--- src/rtl/registrador_acc.sv ---
// Accumulator register with add/subtract/load, multi-cycle logical shifts and zero/carry flags.
// Define REGISTRADOR_ACC_SATURATE_EN to clamp add overflow and subtract underflow.
module registrador_acc #(
  parameter int unsigned WIDTH   = 4,
  parameter int unsigned SHAMT_W = 2
) (
  input  logic               clock,
  input  logic               reset_n,
  input  logic [3:0]         ty,
  input  logic [3:0]         tula,
  input  logic [WIDTH-1:0]   barramentodados,
  input  logic [SHAMT_W-1:0] shamt,
  input  logic               valid,
  output logic               ready,
  output logic [WIDTH-1:0]   acumulador,
  output logic               carry,
  output logic               zero
);

  localparam logic [3:0] CmdClear  = 4'd0;
  localparam logic [3:0] CmdLoad   = 4'd1;
  localparam logic [3:0] CmdShiftR = 4'd3;
  localparam logic [3:0] CmdShiftL = 4'd4;

  localparam logic [3:0] AluAdd    = 4'd0;
  localparam logic [3:0] AluSub    = 4'd1;
  localparam logic [3:0] AluLoad   = 4'd2;

  typedef enum logic [0:0] {StIdle, StShift} state_e;

  state_e               state_q, state_d;
  logic [WIDTH-1:0]     acc_q, acc_d;
  logic                 carry_q, carry_d;
  logic                 zero_q, zero_d;
  logic                 dir_q, dir_d;
  logic [SHAMT_W-1:0]   cnt_q, cnt_d;
  logic [WIDTH:0]       sum, diff;
  logic                 accept, is_shift;

  assign accept   = valid && (state_q == StIdle);
  assign is_shift = (ty == CmdShiftR) || (ty == CmdShiftL);
  assign sum      = {1'b0, acc_q} + {1'b0, barramentodados};
  // Top bit of the widened difference is the borrow.
  assign diff     = {1'b0, acc_q} - {1'b0, barramentodados};

  // State register and datapath registers
  always_ff @(posedge clock or negedge reset_n) begin
    if (!reset_n) begin
      state_q <= StIdle;
      acc_q   <= '0;
      carry_q <= 1'b0;
      zero_q  <= 1'b1;
      dir_q   <= 1'b0;
      cnt_q   <= '0;
    end else begin
      state_q <= state_d;
      acc_q   <= acc_d;
      carry_q <= carry_d;
      zero_q  <= zero_d;
      dir_q   <= dir_d;
      cnt_q   <= cnt_d;
    end
  end

  // Next-state logic
  always_comb begin
    state_d = state_q;
    unique case (state_q)
      StIdle: begin
        if (accept && is_shift && (shamt != '0)) state_d = StShift;
      end
      StShift: begin
        if (cnt_q == SHAMT_W'(1)) state_d = StIdle;
      end
      default: state_d = StIdle;
    endcase
  end

  // Datapath next values
  always_comb begin
    acc_d   = acc_q;
    carry_d = carry_q;
    dir_d   = dir_q;
    cnt_d   = cnt_q;
    if (state_q == StShift) begin
      if (dir_q) {carry_d, acc_d} = {acc_q, 1'b0};
      else       {acc_d, carry_d} = {1'b0, acc_q};
      cnt_d = cnt_q - SHAMT_W'(1);
    end else if (accept) begin
      case (ty)
        CmdClear: begin
          acc_d   = '0;
          carry_d = 1'b0;
        end
        CmdLoad: begin
          case (tula)
            AluAdd: begin
              {carry_d, acc_d} = sum;
`ifdef REGISTRADOR_ACC_SATURATE_EN
              if (sum[WIDTH]) acc_d = '1;
`endif
            end
            AluSub: begin
              acc_d   = diff[WIDTH-1:0];
              carry_d = diff[WIDTH];
`ifdef REGISTRADOR_ACC_SATURATE_EN
              if (diff[WIDTH]) acc_d = '0;
`endif
            end
            AluLoad: begin
              acc_d   = barramentodados;
              carry_d = 1'b0;
            end
            default: ;
          endcase
        end
        CmdShiftR, CmdShiftL: begin
          if (shamt == '0) begin
            carry_d = 1'b0;
          end else begin
            dir_d = (ty == CmdShiftL);
            cnt_d = shamt;
          end
        end
        default: ;
      endcase
    end
    zero_d = (acc_d == '0);
  end

  // Outputs
  always_comb begin
    ready      = (state_q == StIdle);
    acumulador = acc_q;
    carry      = carry_q;
    zero       = zero_q;
  end

endmodule

--- config.mk ---
export PLATFORM = sky130hd
export DESIGN_NAME = registrador_acc
export DESIGN_NICKNAME = d
export VERILOG_FILES = /design/src/rtl/registrador_acc.sv
export SDC_FILE = /design/constraint.sdc
export NUM_CORES = 1
export LEC_CHECK = 0
export ABC_AREA = 1
export CORE_MARGIN = 4
export CORE_UTILIZATION = 50
export DETAILED_ROUTE_END_ITERATION = 7
export PLACE_DENSITY = 0.84
export SETUP_SLACK_MARGIN = 0.3
export SLEW_MARGIN = 20
export SYNTH_ARGS = -nofsm -noshare
export SYNTH_HDL_FRONTEND = slang
export SYNTH_SLANG_ARGS = --single-unit
--- constraint.sdc ---
create_clock -name clock -period 2.4 [get_ports clock]
set_input_delay 0.48 -clock clock [delete_from_list [all_inputs] [get_ports clock]]
set_output_delay 0.48 -clock clock [all_outputs]
set_load 0.05 [all_outputs]
[Yosys cells after proc, flatten, opt, wreduce, memory -nomap -nowiden]
Cells that the tools add are included.
Storage, ports and cells
  flip-flop bits (word level): 10
  bits of input ports: 17
  output and inout port bits: 7
  word-level logic and storage cells: 54
Cells by class
  add/sub/neg operators: 3
  equality and inequality tests: 9
  mux-type cells: 18
  bitwise logic cells: 2
  reductions and logical operators: 16
Operators with widths (count)
  logical NOT 4 bit: 3
  2-to-1 mux 4 bit: 3
  one-hot mux 4 bit (3 select lines): 1
  == test 4 x 1 -> 1 bit, second input constant: 2
  == test 4 x 2 -> 1 bit, second input constant: 2
  2-to-1 mux 2 bit: 4
  one-hot mux 4 bit (2 select lines): 1
  AND reduction 4 bit: 2
  2-to-1 mux 1 bit: 6
  one-hot mux 1 bit (3 select lines): 2
  nonzero test 2 bit: 3
  adder 4 x 4 -> 5 bit: 1
  inequality test 5 bit, second input constant: 1
  subtractor 4 x 4 -> 5 bit: 1
  == test 4 x 3 -> 1 bit, second input constant: 1
  nonzero test 4 bit: 1
  logical AND 1 bit: 3
  inequality test 3 bit, second input constant: 1
  AND reduction 3 bit: 1
  == test 2 x 1 -> 1 bit, second input constant: 1
  logical NOT 2 bit: 1
  inequality test 2 bit, second input constant: 1
  NOT 1 bit: 2
  one-hot mux 1 bit (2 select lines): 1
  other kinds (3): 3

[Depth between registers and ports, before layout]
  depth after elaboration: 6
  depth in mapped cells: 14
  mapped depth without buffers: 14

[Worst setup path after synthesis]
Ideal clock, no wire load.
  path kind: register to register
  start: register acc_q[0] (netlist: acumulador[0])
  end: register carry_q (netlist: carry)
  setup time: 0.077 ns
  data arrival time: 1.975 ns
  required time: 2.323 ns
  slack: 0.348 ns
  stages on the path, launching flop included: 13
  path buffers: 0
  clock period less this slack: 2.052 ns
  cells stage by stage: dfrtp_1 -> inv_1 -> ha_1 -> inv_1 -> fa_1 -> nand2_1 -> inv_1 -> nor2_1 -> nor2_1 -> o21ai_0 -> nand3_1 -> o21a_1 -> a21oi_1
On the way
  longest elaborated chain between the ends: 5
  elaborated cells between the ends (all ways): 7
  those cells by class: 2 x add/sub; 5 x mux
Ends and longest elaborated chain
  start: declaration: RTL line 32  | logic [WIDTH-1:0] acc_q, acc_d;
  start signal: assignment: RTL line 50  | acc_q <= '0;
  start signal: assignment: RTL line 57  | acc_q <= acc_d;
  subtractor 4 x 4 -> 5 bit or adder 4 x 4 -> 5 bit (tied branches): RTL line 44, 42
  one-hot mux 1 bit (3 select lines): RTL line 96  | case (tula)
  one-hot mux 1 bit (3 select lines): RTL line 90  | case (ty)
  2-to-1 mux 1 bit: RTL line 89  | end else if (accept) begin
  2-to-1 mux 1 bit *: RTL line 85  | if (state_q == StShift) begin
  end signal: assignment: RTL line 58  | carry_q <= carry_d;
  end: declaration: RTL line 33  | logic carry_q, carry_d;
Mark *: on every way between the ends. The rest lies on a longest branch, timed or not. The select of a mux whose other input is x is not followed.
A chain may end at the register's enable or synchronous reset.

[Final worst setup path]
  start: register acc_q[2] (netlist: acumulador[2])
  end: output port acumulador[2]
RTL lines
  end: declaration: RTL line 15  | output logic [WIDTH-1:0] acumulador,
No word-level cell between the ends.

==> impl_metrics.toml <==
[status]
status = "finished, final reports clean"

[pwr]
peakVddDrop_mv = 0.692
leakage_nw = 0.701
p_total_w = 0.00115
p_per_area_nw_per_um2 = 796

[final_layout]
syn2layout_area_growth_pct = 29.6
diodes = 0
drive_gt1_frac = 0.188
multi_input_area_sq_um = 777
fillers = 187
register_area_sq_um = 251
nNetsFinal = 221
final_cell_area_sq_um = 1450

[global_route]
use_met3 = 0.0420
first_global_vias = 1108
grt_pass1_wl_um = 4710
grt_max_degree = 14
top_usage_layer = "met2"
antenna_found_initial = 0
overflow = 0
gr-usage-met1 = 0.243
grt_usage = 0.182
grt_use_met2 = 0.302

[placement]
placed_cell_area_sq_um = 1390
io_buffer_count = 23
gp_congestion = 0.856
hpwl_um = 2280

[synthesis]
yosysTopAreaCell = "dfrtp_1"
avgSynthCellArea_sq_um = 6.81
synth_area_sq_um = 1120
syn_inst = 164
async_flop_share = 1.00
yosysMostFrequentCell = "nand2_1"
synth_commonest_cells = "30 x nand2_1, 23 x inv_1, 18 x nor2_1, 16 x nand3_1, 10 x a21oi_1"
seq_area_frac_synth = 0.225
synth_seq_cells = 10
synth_edf_count = 0
synthDistinctLibCells = 30
synth_top_area_share = 0.202
yosys-top-cells-area = "dfrtp_1 20%, ha_1 10%, nand2_1 10%"
synth-main-ff-cell = "dfrtp_1"
synth_warnings = 0
syn-num-nets = 192

[cts]
clkTransAtPathRegs_ps = 70
cts_root_buf = "clkbuf_4"
cts.htree.levels = 1
clock_path_buffers = 2
clkSinkCount = 10
cts_tree = "yes"
hold_buffers = 0
clock_latency_ps = 260
post_cts.repair.setup_buffers = 0
cts_buffers = 3

[timing]
worstMarginPinSlew_ps = 498
final_hold_viol_count = 0
finalMaxSlewViolations = 0
clock-skew-final_ps = 6.54
fmax_mhz = 482
setup_violations = 0
max_slew_margin = 0.667
period_minus_slack_ps = 2080
holdWs_ps = 498
rsz0062_at_grt = "yes"
period_share = 0.865

[drt]
drc = 0
drt-initial-drc-count = 33
vias_per_cell = 5.49
firstDrtPassIters = 4
num_vias = 1203
drt-total-wl_um = 2780
ant_nets = 0
routedWlPerCell_um = 12.7

[hold_path]
hold_path.class = "flip-flop to flip-flop"
min-delay-start = "cnt_q[0]$_DFFE_PN0P_"

[worst_setup_path]
crit_slowest_cell = "clkdlybuf4s50_1"
cp_cell_sequence = "clkdlybuf4s50_1"
worstSetupEndpointType = "primary output"
reg2reg_from = "acumulador[0]$_DFF_PN0_"
crit_family = "buffers and inverters"
arrival_ps = 1600
worstPathRequired_ps = 1920
critical_path.startpoint = "acumulador[2]$_DFF_PN0_"
cp_slowest_stage_delay_ps = 850
crit_fanout = 5
crit_buf_inv = 1
critPathKind = "flip-flop to primary output"
crit_path_start_kind = "flip-flop"

[floorplanning]
die_h_um = 55.2
io_pins = 24
core_area_sq_um = 2040
fp.dieW_um = 55.2
start_util = 0.547
dieArea_sq_um = 3050
rows = 16

[flow_run]
cap_viol_max_count = 0
-- registers in the layout, indices dropped and copies added, names as in the netlist --
| name | count |
|---|---|
| dir_q | 1 |
| carry | 1 |
| acumulador | 4 |
| state_q | 1 |
| zero | 1 |
| cnt_q | 2 |
-- per-stage QoR --
step	worst slack, ps	cells	util	TNS (ps)
final	325	219	0.708	0
after detailed placement	-27.4	215	0.678	-27.4
after CTS	324	219	0.695	0
after global routing	280	219	0.708	0
after floorplan	348	164	-	0
after global placement	6.17	215	0.678	0
-- cells in the final DEF, fill, tap and decap left out --
master and count:
dlygate4sd2_1 2, dlymetal6s2s_1 1, clkdlybuf4s50_1 19, o21ai_1 3, nand3_1 16, buf_6 1, clkbuf_4 3, a21oi_1 9
o21ai_2 2, o22ai_1 1, a21oi_2 3, nor2_1 18, o21bai_1 1, nand2_4 1, nand3b_1 1, ha_1 8
a211oi_1 1, nor3_1 1, nor2_4 2, dfrtp_1 9, o21ai_0 7, nor2_2 4, fa_2 2, clkbuf_8 1
inv_2 3, nand3_2 2, ha_4 1, o21a_1 2, nand2_2 7, inv_1 22, xnor2_1 1, o31ai_1 2
a31oi_1 1, dfstp_2 1, nand2_1 30, nand4_1 1, buf_4 3
-- repair_timing --
item	4_1_cts	5_1_grt
endpoints found under the setup margin	3	3
gates resized for setup	2	9
endpoints found under the hold margin	0	0
-- cells by family (layout without fill, tap and decap cells) --
| kind of cell | count (synthesis) | after routing | share of synthesized area |
|---|---|---|---|
| adders and majority gates | 11 | 11 | 0.137 |
| and+or+nand+nor | 83 | 83 | 0.360 |
| xor gates and xnor gates | 1 | 1 | 0.00785 |
| AOI/OAI and AO/OA | 32 | 32 | 0.173 |
| buffers and inverters | 27 | 55 | 0.0975 |
| DFF | 10 | 10 | 0.225 |
-- worst paths after layout --
path | to | slack (ps) | depth (start not counted)
worst min-delay path | cnt_q[0]$_DFFE_PN0P_ | 500 | 1
worst max-delay path | acumulador[2] | 320 | 1
worst max register to register | carry$_DFFE_PN0P_ | 530 | 12
min in group asynchronous | acumulador[3]$_DFF_PN0_ | 530 | 1
worst min register to register | cnt_q[0]$_DFFE_PN0P_ | 500 | 1
max in group asynchronous | zero$_DFF_PN1_ | 1520 | 1
-- cell type report --
cell class                 count  share of cell area
timing repair buffer          26               0.176
inverter                      25              0.0649
tap                           27              0.0234
clock buffer                   4              0.0251
sequential                    10               0.174
multi-input combinational    127               0.537
-- power by group --
group | internal, W | leakage (nW) | switching [W]
Sequential | 0.000236 | 0.124 | 0.0000781
Combinational | 0.000255 | 0.556 | 0.000433
Clock | 0.0000921 | 0.0210 | 0.0000585
Total | 0.000582 | 0.701 | 0.000569
-- per-layer routing --
metal	vias up	wire, um
met1	575	1330
met3	2	131
met5	-	0
met2	33	1310
met4	0	13
li1	593	-
-- worst reg2reg max path, delay by kind of cell (launching register included) --
kind / cells / cell delay, ps
and+or+nand+nor: 4 / 280
adders and majority gates: 2 / 490
AOI/OAI and AO/OA: 3 / 400
DFF: 1 / 420
buffers and inverters: 3 / 220
(Power assumes the default switching activity.)
